<file path="src/rtl/dz_pkg.sv">
// Shared types and glyph table for the dot-matrix scan controller.
// Glyph rows are 8 columns wide. Row 0 is a spacer and is always dark.
package dz_pkg;

    typedef enum logic [1:0] {
        COL_OFF = 2'b00,
        COL_RED = 2'b01,
        COL_GRN = 2'b10,
        COL_YEL = 2'b11
    } color_e;

    localparam logic [3:0] NUM_BLANK = 4'hF;
    localparam logic [3:0] NUM_MAX   = 4'd9;

    typedef struct packed {
        logic [3:0] num;
        color_e     color;
        logic       blink;
    } content_t;

    // Indexed as [digit][row]. Codes 10-15 are all dark, so NUM_BLANK displays nothing.
    localparam logic [7:0] GLYPH_ROM [16][8] = '{
        '{8'h00, 8'h3C, 8'h66, 8'h66, 8'h66, 8'h66, 8'h66, 8'h3C},
        '{8'h00, 8'h08, 8'h18, 8'h38, 8'h18, 8'h18, 8'h18, 8'h3C},
        '{8'h00, 8'h3C, 8'h66, 8'h06, 8'h0C, 8'h18, 8'h30, 8'h7E},
        '{8'h00, 8'h3C, 8'h66, 8'h06, 8'h1C, 8'h06, 8'h66, 8'h3C},
        '{8'h00, 8'h0C, 8'h1C, 8'h2C, 8'h4C, 8'h7E, 8'h0C, 8'h0C},
        '{8'h00, 8'h7E, 8'h60, 8'h7C, 8'h06, 8'h06, 8'h66, 8'h3C},
        '{8'h00, 8'h3C, 8'h60, 8'h60, 8'h7C, 8'h66, 8'h66, 8'h3C},
        '{8'h00, 8'h7E, 8'h06, 8'h0C, 8'h18, 8'h30, 8'h30, 8'h30},
        '{8'h00, 8'h3C, 8'h66, 8'h66, 8'h3C, 8'h66, 8'h66, 8'h3C},
        '{8'h00, 8'h3C, 8'h66, 8'h66, 8'h3E, 8'h06, 8'h06, 8'h3C},
        '{default: 8'h00},
        '{default: 8'h00},
        '{default: 8'h00},
        '{default: 8'h00},
        '{default: 8'h00},
        '{default: 8'h00}
    };

endpackage

</file>
<file path="src/rtl/dz_glyph_rom.sv">
// Combinational glyph lookup: (digit, row) -> 8-bit column pattern.
module dz_glyph_rom
    import dz_pkg::*;
(
    input  logic [3:0] i_num,
    input  logic [2:0] i_row,
    output logic [7:0] o_cols
);

    assign o_cols = GLYPH_ROM[i_num][i_row];

endmodule

</file>
<file path="src/rtl/dz_scan_ctrl.sv">
// Row-multiplexed 8x8 red/green dot-matrix driver for one digit with colour and blink.
// Content changes only at frame boundaries. All outputs are registered one cycle behind the scan state.
module dz_scan_ctrl
    import dz_pkg::*;
#(
    parameter int SCAN_DIV       = 1000,
    parameter int ROWS           = 8,
    parameter int BLINK_HALF     = 32,
    parameter bit ROW_ACTIVE_LOW = 1'b1
) (
    input  logic            clk,
    input  logic            rst,
    input  logic            load,
    input  logic [3:0]      num,
    input  logic [1:0]      color,
    input  logic            blink_en,
    output logic [ROWS-1:0] row,
    output logic [7:0]      colr,
    output logic [7:0]      colg,
    output logic            frame_start,
    output logic            num_err
);

    localparam int PW = $clog2(SCAN_DIV);
    localparam int RW = (ROWS > 1) ? $clog2(ROWS) : 1;
    localparam int FW = (BLINK_HALF > 1) ? $clog2(BLINK_HALF) : 1;
    localparam logic [ROWS-1:0] ROW_IDLE = {ROWS{ROW_ACTIVE_LOW}};

    logic [PW-1:0]   r_presc;
    logic [RW-1:0]   r_row_idx;
    logic [FW-1:0]   r_frame_cnt;
    logic            r_blink_phase;
    logic            r_bnd_d;
    content_t        r_pend;
    content_t        r_disp;
    logic [ROWS-1:0] r_row;
    logic [7:0]      r_colr;
    logic [7:0]      r_colg;
    logic            r_frame_start;
    logic            r_num_err;

    logic            w_presc_wrap;
    logic            w_frame_bnd;
    logic            w_num_bad;
    logic            w_blank;
    content_t        w_load_val;
    logic [7:0]      w_glyph;
    logic [ROWS-1:0] w_row_onehot;

    assign w_presc_wrap = (r_presc == PW'(SCAN_DIV - 1));
    assign w_frame_bnd  = w_presc_wrap && (r_row_idx == RW'(ROWS - 1));
    assign w_num_bad    = (num > NUM_MAX);

    always_comb begin
        w_load_val       = '0;
        w_load_val.num   = w_num_bad ? NUM_BLANK : num;
        w_load_val.color = color_e'(color);
        w_load_val.blink = blink_en;
    end

    // Prescaler value 0 is the anti-ghosting deadtime after each row switch.
    assign w_blank      = (r_presc == '0) || (r_disp.blink && r_blink_phase);
    assign w_row_onehot = ROWS'(1) << r_row_idx;

    dz_glyph_rom u_rom (
        .i_num  (r_disp.num),
        .i_row  (3'(r_row_idx)),
        .o_cols (w_glyph)
    );

    always_ff @(posedge clk or posedge rst) begin
        if (rst) begin
            r_presc       <= '0;
            r_row_idx     <= '0;
            r_frame_cnt   <= '0;
            r_blink_phase <= 1'b0;
            r_bnd_d       <= 1'b0;
        end else begin
            r_bnd_d <= w_frame_bnd;
            if (w_presc_wrap) begin
                r_presc   <= '0;
                r_row_idx <= (r_row_idx == RW'(ROWS - 1)) ? '0 : r_row_idx + 1'b1;
            end else begin
                r_presc <= r_presc + 1'b1;
            end
            if (w_frame_bnd) begin
                if (r_frame_cnt == FW'(BLINK_HALF - 1)) begin
                    r_frame_cnt   <= '0;
                    r_blink_phase <= ~r_blink_phase;
                end else begin
                    r_frame_cnt <= r_frame_cnt + 1'b1;
                end
            end
        end
    end

    // A load on the boundary cycle bypasses pending so it is not delayed a whole frame.
    always_ff @(posedge clk or posedge rst) begin
        if (rst) begin
            r_pend    <= '0;
            r_disp    <= '0;
            r_num_err <= 1'b0;
        end else begin
            if (load) r_pend <= w_load_val;
            if (w_frame_bnd) r_disp <= load ? w_load_val : r_pend;
            if (load && w_num_bad) r_num_err <= 1'b1;
        end
    end

    always_ff @(posedge clk or posedge rst) begin
        if (rst) begin
            r_row         <= ROW_IDLE;
            r_colr        <= '0;
            r_colg        <= '0;
            r_frame_start <= 1'b0;
        end else begin
            r_row         <= ROW_ACTIVE_LOW ? ~w_row_onehot : w_row_onehot;
            r_colr        <= (!w_blank && (r_disp.color inside {COL_RED, COL_YEL})) ? w_glyph : '0;
            r_colg        <= (!w_blank && (r_disp.color inside {COL_GRN, COL_YEL})) ? w_glyph : '0;
            r_frame_start <= r_bnd_d;
        end
    end

    assign row         = r_row;
    assign colr        = r_colr;
    assign colg        = r_colg;
    assign frame_start = r_frame_start;
    assign num_err     = r_num_err;

endmodule
</file>
<file path="config.mk">
export PLATFORM = sky130hd
export DESIGN_NAME = dz_scan_ctrl
export DESIGN_NICKNAME = d
export VERILOG_FILES = /design/src/rtl/dz_pkg.sv /design/src/rtl/dz_glyph_rom.sv /design/src/rtl/dz_scan_ctrl.sv
export SDC_FILE = /design/constraint.sdc
export NUM_CORES = 1
export LEC_CHECK = 0
export BUFFER_PORTS_ARGS = -buffer_cell sky130_fd_sc_hd__buf_2
export CAP_MARGIN = 20
export CELL_PAD_IN_SITES_DETAIL_PLACEMENT = 2
export CELL_PAD_IN_SITES_GLOBAL_PLACEMENT = 2
export CORE_ASPECT_RATIO = 1.4
export CORE_MARGIN = 1
export CORE_UTILIZATION = 34
export DETAILED_ROUTE_END_ITERATION = 16
export GPL_ROUTABILITY_DRIVEN = 0
export PLACE_DENSITY = 0.88
export SYNTH_ARGS = -nofsm -noshare
export SYNTH_HDL_FRONTEND = slang
export SYNTH_SLANG_ARGS = --single-unit
</file>
<file path="constraint.sdc">
create_clock -name clk -period 1.75 [get_ports clk]
set_input_delay 0.175 -clock clk [delete_from_list [all_inputs] [get_ports clk]]
set_output_delay 0.175 -clock clk [all_outputs]
set_load 0.05 [all_outputs]
</file>
==> results of run 1 <==
## layer usage
metal  track usage (%)  routed length, um
met1             30.24               4918
met2             47.00               7279
met3             2.869                516
met4             16.37                855
met5                 0                  0
## kinds of logic (layout without fill, tap and decap cells)
group                    Yosys count  in the layout  synth area share (%)
XOR/XNOR                           8              8                 2.277
buffers and inverters             33            112                 5.612
other                              1              4                0.1219
AND/OR/NAND/NOR                  103            103                 17.37
AO/OA/AOI/OAI                     70             70                 15.13
adder cells (fa/ha/maj)           17             17                 6.913
multiplexers                      19             19                 6.710
flip-flops                        56             56                 45.87
## Yosys cell counts (all sizes together), types with 4 or more instances
cell and instances:
ha 17, a21oi 17, nand2b 10, nand2 24
dfrtp 48, nor2b 7, mux2i 6, nand3 11
dfstp 8, mux2 13, inv 15, xor2 5
nor2 28, and3 4, nor3 6, o21ai 17
buf 15, a31oi 5
## path summary, 6_finish.rpt
path / cells after the start / from / end / slack [ps]
worst max register to register: 7 / r_disp[4] / colr[1] / -240
worst max-delay path: 7 / r_disp[4] / colr[1] / -240
worst min-delay path: 2 / color[1] / r_pend[2] / 130
min in group asynchronous: 3 / rst / r_bnd_d / 410
max in group asynchronous: 4 / rst / row[2] / 710
worst min register to register: 0 / r_bnd_d / frame_start / 400
## registers in the layout (all words and copies together) (netlist names), 3 cells and up
register,cells
r_pend,7
colr,6
r_frame_cnt,5
colg,6
row,8
r_row_idx,3
r_presc,10
r_disp,7
## critical path, stage by stage (launching register included)
cell and delay (ps):
dfrtp_2 460, inv_4 100, ha_4 230, buf_6 140, xor2_2 150, o211ai_1 300, nand3_1 190, a311oi_1 330
## area by class of cell
class                           instances  area (um2)
Clock buffer                            5       125.1
Tap cell                              105       131.4
Fill cell                             894        4425
Timing Repair Buffer                   88       646.9
Multi-Input combinational cell        221        1822
Sequential cell                        56        1418
Clock inverter                          3       27.53
Inverter                               16       62.56
## timing repair
item / 4_1_cts / 5_1_grt
setup buffers: 6 / 9
hold buffers: 1 / 0
pin swaps: 17 / 12
setup endpoints to repair: 25 / 32
gates cloned: 0 / 1
endpoints found under the hold margin: 16 / 0
gates resized for setup: 32 / 45
## through the flow
| stage | std cells | power (mW) |
|---|---|---|
| final | 494 | 2.800 |
| after detailed placement | 469 | 1.632 |
| after global placement | 469 | 1.614 |
| after global routing | 494 | 2.871 |
| after floorplan | 310 | 1.538 |
| after CTS | 484 | 2.725 |
## power by group through the flow
stage	clock (mW)	combinational (mW)	sequential [mW]
2_1_floorplan	0	0.187	1.35
3_3_place_gp	0	0.254	1.36
3_5_place_dp	0	0.268	1.36
4_1_cts	1.08	0.306	1.34
5_1_grt	1.14	0.391	1.34
6_report	1.08	0.375	1.34
==> results.toml, run 1 <==
[routing]
postRouteWirelength_mm = 13.57
drtPass1Iterations = 4
drc = 0
wl_per_cell_um = 27.47
vias = 2886
viasPerCell = 5.842
postRouteAntennaNets = 0
drt_iter0_markers = 207

[sta]
post-route-min-period_ps = 1990
setup_slack_ps = -239.7
max_freq_mhz = 502.6
hold_ws_ps = 132.0
period_share_pct = 113.7
finalHoldViolCount = 0
drv_slew = 0
setup_viol = 12
fin_setup_tns_ps = -1897
rsz0062_at_grt = "true"
skew_ps = 9.927

[placement]
portBuffers = 31
place_area_mm2 = 0.003602
place_hpwl_mm = 7.536
place_ws_ps = -229.4

[yosys]
synth-seq-cells = 56
synth_top_area_share_pct = 39.04
synthArstFlopShare_pct = 100.0
synth.distinct_cells = 59
yosys.area.top_type = "dfrtp_1"
seq_area_frac_synth_pct = 45.87
avgSynthCellArea_um2 = 10.02
synth_edf_count = 0
syn-instance-count = 307
synth_ff_type = "dfrtp_1"
yosysWarnings = 0
yosys-top-cells-area = "dfrtp_1, ha_1, dfstp_2"
netlist_area_mm2 = 0.003077

[clocking]
cts_tree = "done"
ctsRootBufferMaster = "clkbuf_16"
clock_sinks = 56
clock_latency_ps = 310
cts.reportedPaths.clkPinSlew_ps = 80
cts_buffer_depth = 2
cts_buffers = 5
htreeDepth = 2

[global_routing]
grt_overflow = 0
grt_max_degree = 41
gr-usage-all-layers_pct = 26.79
antenna_found_initial = 0
grt_pass1_vias = 3111
grt_pass1_wl_mm = 18.01

[final_layout]
final_common_cell = "buf_4"
finalNetCount = 415
drive_above_1_share_pct = 45.50
n_antenna_cell = 0
layout_common_cells = "buf_4, dfrtp_1, buf_2"
stdcell_area_mm2 = 0.004233
final_util_pct = 48.89
syn_to_final_growth_pct = 37.58

[die]
die_w_um = 82.40
start_util_pct = 35.53
die_h_um = 114.6
coreArea_mm2 = 0.008658
ioPinCount = 36
die_area_mm2 = 0.009439
rows = 40

[setup_path]
cp-start-kind = "flop"
worstSetupPathType = "reg2reg"
crit_path_end_kind = "flop"
crit_required_ps = 1960
critPathArrivalTime_ps = 2200
path_max_fanout = 4

[power_and_ir_drop]
comb_power_share_pct = 13.4
p_leak_nw = 1.901
power_switching_share_pct = 28.24
clkPwrFrac_pct = 38.7
ir_drop_mv = 0.5008
internal-power_mw = 2.009
power_switching_mw = 0.7907
power_density_mw_per_mm2 = 661.5
p_seq_share_pct = 47.9

[run]
cap_violations = 0

[status]
status = "finished, violations left"
violations = "negative setup slack"

[hold_path]
hold_class = "in2reg"
No activity file was read; power rests on OpenSTA's default activity.
==> inputs of run 2 (changes only) <==
--- a/config.mk
+++ b/config.mk
@@ -14,7 +14,8 @@
 export CORE_UTILIZATION = 34
 export DETAILED_ROUTE_END_ITERATION = 16
 export GPL_ROUTABILITY_DRIVEN = 0
-export PLACE_DENSITY = 0.88
+export PLACE_DENSITY = 0.89
 export SYNTH_ARGS = -nofsm -noshare
 export SYNTH_HDL_FRONTEND = slang
+export SYNTH_HIERARCHICAL = 1
 export SYNTH_SLANG_ARGS = --single-unit
==> constraint.sdc (replaced) <==
create_clock -name clk -period 1.75 [get_ports clk]
set_input_delay 0.175 -clock clk [delete_from_list [all_inputs] [get_ports clk]]
set_output_delay 0.175 -clock clk [all_outputs]
set_load 0.01 [all_outputs]
==> run 2 against run 1 <==
Compared with the run above:
- the flow still finishes with violations (negative setup slack)
- sequential share of layout area decreased by 1.6 points
- global-route usage increased by 1.8 points
- critical endpoint is now colr[4]
- synthesized cell count up 4.9%
- total power up 38%
- largest cell class unchanged
- setup slack got worse by 110 ps
- register-to-register slack worse by 110 ps
- worst hold slack worse by 32 ps
- wire length increased by 10%
- sequential power is 8% higher
- combinational power increased by 44%
- non-clock buffer count up 20
==> results.toml, run 2 <==
[hold_path]
hold_start = "color[0]"
min_to = "r_pend[1]"
hold_class = "in2reg"
holdPathStages = 2

[sta]
skew_ps = 9.939
finalHoldViolCount = 0
post-route-min-period_ps = 2099
drv_slew = 0
max_freq_mhz = 476.4
period_share_pct = 119.9
setup_viol = 24
rsz0062_at_grt = "true"
setup_slack_ps = -349.1

[clocking]
clock_latency_ps = 350
clock_sinks = 60
cts_tree = "done"
htreeDepth = 3
cts.reportedPaths.clkPinSlew_ps = 60
cts_buffers = 9
cts_buffer_depth = 2
ctsRootBufferMaster = "clkbuf_16"

[routing]
drc = 0
viasPerCell = 5.768
postRouteWirelength_mm = 14.98
postRouteAntennaNets = 0
drtPass1Iterations = 4
vias = 3086
wl_met1_mm = 5.321
routed-wl-met2_mm = 8.135
dr_wl_met3_um = 470
top_layer = "met4"
wl_per_cell_um = 28.00
drt_iter0_markers = 118

[final_layout]
drive_above_1_share_pct = 50.93
nFillCells = 901
multiInputGateArea_mm2 = 0.001908
syn_to_final_growth_pct = 50.18
layout_common_cells = "buf_4, dfrtp_1, buf_2"
n_antenna_cell = 0
final_cells = 535
largest-register = "r_presc"
seq_area_mm2 = 0.001520
largest_reg_flops = 10
stdcell_area_mm2 = 0.004760
final_util_pct = 52.72
finalNetCount = 450
final_common_cell = "buf_4"

[setup_path]
rrSetupSlack_ps = -350
critPathArrivalTime_ps = 2380
worstSetupPathType = "reg2reg"
rr_startpoint = "r_disp[3]"
crit_chain = "inv_4 -> ha_4 -> mux2i_2 -> mux2i_1 -> a311oi_1 -> a31oi_1 -> o21ai_1 -> and3_1"
cp-start-kind = "flop"
crit_required_ps = 2030
crit_path_end_kind = "flop"
timing.rr.end = "colr[4]"
crit_path_top_delay_cell = "dfrtp_2"
path_max_fanout = 6
ff2ff_path_depth = 8
slowest_delay_ps = 440

[yosys]
avgSynthCellArea_um2 = 9.843
synth_top_area_share_pct = 41.06
synth-seq-cells = 60
yosysWarnings = 6
synth_ff_type = "dfrtp_1"
synthArstFlopShare_pct = 100.0
syn-instance-count = 322
yosys.area.top_type = "dfrtp_1"
synth_edf_count = 0
seq_area_frac_synth_pct = 47.69
netlist_area_mm2 = 0.003169
synth.distinct_cells = 58
synth.most_common_cell = "dfrtp_1"
yosys-top-cells-count = "dfrtp_1, nor2_1, o21ai_0"
yosys-top-cells-area = "dfrtp_1, ha_1, dfstp_2"

[power_and_ir_drop]
p_leak_nw = 2.209
ir_drop_mv = 0.9214
power_density_mw_per_mm2 = 812.2
finalPower_mw = 3.866

[global_routing]
grt_pass1_vias = 3522
grt_pass1_wl_mm = 20.33
gr-usage-all-layers_pct = 28.62
grt_overflow = 0
antenna_found_initial = 0
grt_max_degree = 61

[die]
die_w_um = 83.60
die_h_um = 116.2
die_area_mm2 = 0.009717
coreArea_mm2 = 0.009029
rows = 41
start_util_pct = 35.10
ioPinCount = 36

[placement]
dp.cells = 500
place_ws_ps = -363.5
place_hpwl_mm = 7.969
portBuffers = 35
place_area_mm2 = 0.003852

[status]
status = "finished, violations left"
violations = "negative setup slack"

[run]
cap_violations = 0
-- run 2: cell count changes after synthesis, sizes merged, moves of 3 or more --
| cell | change |
|---|---|
| inv | +4 |
| nor2b | -4 |
| xor2 | -3 |
| nand2 | -5 |
| a21oi | +5 |
| dfrtp | +4 |
| nor3 | +3 |
| nand2b | -8 |
| o22ai | +3 |
| clkbuf | +3 |
| o21ai | +13 |
| and3 | +13 |
-- run 2: how the worst max path moves through the flow --
stage	cells past startpoint	from	slack, ps	endpoint
global route	8	r_disp[3]	-390	colg[4]
global placement	8	r_disp[4]	-270	colg[2]
detailed placement	8	r_disp[4]	-360	colg[2]
floorplan	7	r_row_idx[1]	-290	r_frame_cnt[2]
finish	8	r_disp[3]	-350	colr[4]
CTS	6	r_row_idx[1]	-180	r_frame_cnt[2]
-- run 2: layer usage --
metal  up-vias  GRT usage, %
li1       1338             -
met1      1569         27.64
met2       118         54.80
met3        61         5.442
met4         0         20.00
met5         -             0
-- run 2: per-stage QoR --
step                hold WS (ps)  setup TNS [ps]
detailed placement         277.5           -3930
finish                     99.63           -3895
global placement           254.9           -1816
global route               108.8           -4891
floorplan                  329.2           -2202
CTS                        90.81           -2666
-- run 2: where the power goes --
part           internal (mW)  switching [mW]
combinational          0.239           0.302
clock                   1.17           0.701
sequential              1.42          0.0302
-- run 2: what timing repair did --
item	in CTS	in global routing
setup endpoints to repair	26	25
gates cloned	0	1
gates resized for setup	42	63
pin swaps	9	28
setup buffers	6	11
hold buffers	1	0
hold endpoints to repair	52	0
-- run 2: cell families (layout without fill, tap and decap cells) --
kind of cell | count (synthesis) | after routing | share of synthesized area, %
AOI/OAI and AO/OA | 84 | 84 | 16.15
DFF | 60 | 60 | 47.69
adders and majority gates | 17 | 17 | 6.711
muxes | 16 | 16 | 5.645
xor gates and xnor gates | 7 | 7 | 1.935
buffers and inverters | 38 | 143 | 5.843
other | 1 | 2 | 0.1183
and+or+nand+nor | 99 | 99 | 15.91
-- run 2: cell type report --
class	count	area share, %
clock buffers	12	5.389
flip-flops and latches	60	31.94
well taps	107	2.813
repair buffers	108	17.09
inverters	19	1.682
clock inverters	4	0.9989
multi-input cells	225	40.09
-- run 2: worst max-delay path: cells and delay by family (launching register included) --
kind                       cells  cell delay (ps)
adders and majority gates      1              190
DFF                            1              440
buffers and inverters          1               60
and+or+nand+nor                1              210
AOI/OAI and AO/OA              3              690
muxes                          2              440
==> inputs of run 3 (changes only) <==
--- a/config.mk
+++ b/config.mk
@@ -14,7 +14,8 @@
 export CORE_UTILIZATION = 34
 export DETAILED_ROUTE_END_ITERATION = 16
 export GPL_ROUTABILITY_DRIVEN = 0
-export PLACE_DENSITY = 0.89
+export PLACE_DENSITY_LB_ADDON = 0.08
+export RECOVER_POWER = 25
 export SYNTH_ARGS = -nofsm -noshare
 export SYNTH_HDL_FRONTEND = slang
 export SYNTH_HIERARCHICAL = 1
==> run 3 against run 2 <==
Compared with the run above:
- the run still ends with negative setup slack left
- wire length decreased by 24%
- critical endpoint is now colr[3]
- critical path depth increased by 1
- clock skew decreased by 3.2 ps
- die area unchanged
- sequential share of layout area increased by 2.0 points
- combinational power decreased by 23%
==> results.toml, run 3 (synthesized netlist as in run 2, its figures left out) <==
[placement]
place_ws_ps = -439.4
portBuffers = 35
place_area_mm2 = 0.003920
dp.cells = 509
place_hpwl_mm = 7.589

[die]
die_h_um = 116.2
ioPinCount = 36
coreArea_mm2 = 0.009029
start_util_pct = 35.10
die_w_um = 83.60
rows = 41
die_area_mm2 = 0.009717

[final_layout]
final_common_cell = "buf_4"
syn_to_final_growth_pct = 41.02
largest-register = "r_presc"
largest_reg_flops = 10
n_antenna_cell = 0
stdcell_area_mm2 = 0.004469
final_cells = 532
drive_above_1_share_pct = 42.59
finalNetCount = 447
layout_common_cells = "buf_4, dfrtp_1, buf_2"

[setup_path]
cp-start-kind = "flop"
crit_path_top_delay_cell = "dfrtp_2"
worstSetupPathType = "reg2reg"
path_buf_inv = 3
crit_path_end_kind = "flop"
slowest_delay_ps = 440
cp.depth = 9
path_max_fanout = 5
critPathArrivalTime_ps = 2140
crit_top_cell = "buf_4"
crit_chain = "inv_4 -> ha_4 -> mux2i_2 -> nor3_2 -> buf_4 -> buf_4 -> a21oi_1 -> a22oi_2 -> and3_1"
crit_family = "flip-flops"
ff2ff_path_depth = 9
crit_required_ps = 1960
rrSetupSlack_ps = -180

[sta]
finalHoldViolCount = 0
drv_slew = 0
setup_slack_ps = -176.9
max_freq_mhz = 519.0
rsz0062_at_grt = "true"
setup_viol = 24
period_share_pct = 110.1
slew_headroom_pct = 44.62
worst_slew_pin_slew_ps = 830.7
hold_ws_ps = 98.98
post-route-min-period_ps = 1927
skew_ps = 6.778

[clocking]
cts.reportedPaths.clkPinSlew_ps = 50
cts_buffers = 9
htreeDepth = 3
cts_tree = "done"
clock_sinks = 60
ctsRootBufferMaster = "clkbuf_16"
cts_buffer_depth = 2
clock_latency_ps = 330

[hold_path]
holdPathStages = 2
hold_class = "in2reg"

[status]
violations = "negative setup slack"
status = "finished, violations left"

[power_and_ir_drop]
power_density_mw_per_mm2 = 864.8
finalPower_mw = 3.865
ir_drop_mv = 0.5914
p_leak_nw = 2.155

[routing]
vias = 2898
postRouteAntennaNets = 0
viasPerCell = 5.447
drtPass1Iterations = 4
postRouteWirelength_mm = 11.36
wl_per_cell_um = 21.34
drc = 0
drt_iter0_markers = 62

[global_routing]
grt_pass1_vias = 3218
grt_max_degree = 61
grt_overflow = 0
gr-usage-all-layers_pct = 24.09
grt_pass1_wl_mm = 17.47
antenna_found_initial = 0

[run]
cap_violations = 0
[run 3: changes by cell type in the layout (fill, tap and decap cells not counted), moves of 5 or more]
| cell | change |
|---|---|
| o21ai_0 | +10 |
| a21oi_1 | +8 |
| a21oi_2 | -5 |
| o21ai_1 | -5 |
[run 3: cell type report]
type	count	area, um2
fillers	977	4559
multi-input cells	225	1678
flip-flops and latches	60	1518
repair buffers	105	730.7
clock buffers	11	232.7
well taps	107	133.9
clock inverters	5	100.1
inverters	19	76.32
[run 3: worst paths after layout]
| check | to | startpoint |
|---|---|---|
| hold reg to reg | frame_start | r_bnd_d |
| hold / removal | r_pend[1] | color[0] |
| min in group asynchronous | r_disp[1] | rst |
| setup / recovery | colr[3] | r_disp[3] |
| setup reg to reg | colr[3] | r_disp[3] |
| max in group asynchronous | r_row_idx[0] | rst |
[run 3: timing repair]
action / CTS / global route
hold endpoints to repair: 52 / 0
endpoints found under the setup margin: 25 / 25
cloned: 0 / 0
hold buffers: 1 / 0
setup buffers: 4 / 2
resized for setup: 26 / 12
pin swaps: 12 / 6
[run 3: worst register-to-register path, delay by kind of cell, from the launching register on]
kind / cells / cell delay [ps]
multiplexers: 1 / 220
flip-flops: 1 / 440
buffers and inverters: 3 / 340
AND/OR/NAND/NOR: 2 / 280
AO/OA/AOI/OAI: 2 / 340
adder cells (fa/ha/maj): 1 / 190
[run 3: report_power, final]
group / total [mW] / leakage, nW / switching, mW / internal, mW
combinational: 0.418 / 1.24 / 0.226 / 0.192
clock: 2.00 / 0.163 / 0.613 / 1.39
sequential: 1.45 / 0.752 / 0.0293 / 1.42
total: 3.87 / 2.15 / 0.869 / 3.00
[run 3: per-layer routing]
layer  wire [um]  vias to the layer above  part of all wire (%)  GRT usage [%]
met2        6495                       50                    57          47.48
met5           0                        -                     0              0
li1            -                     1327                     -              -
met1        4277                     1499                    38          24.76
met3         197                       22                   1.7          3.675
met4         384                        0                   3.4          11.64
[run 3: stage by stage]
stage | utilization, % | setup TNS [ps]
after detailed placement | 43.42 | -3570
final | 49.50 | -2394
after global routing | 49.50 | -3671
after CTS | 48.84 | -2529
after floorplan | - | -2202
after global placement | 43.42 | -2493
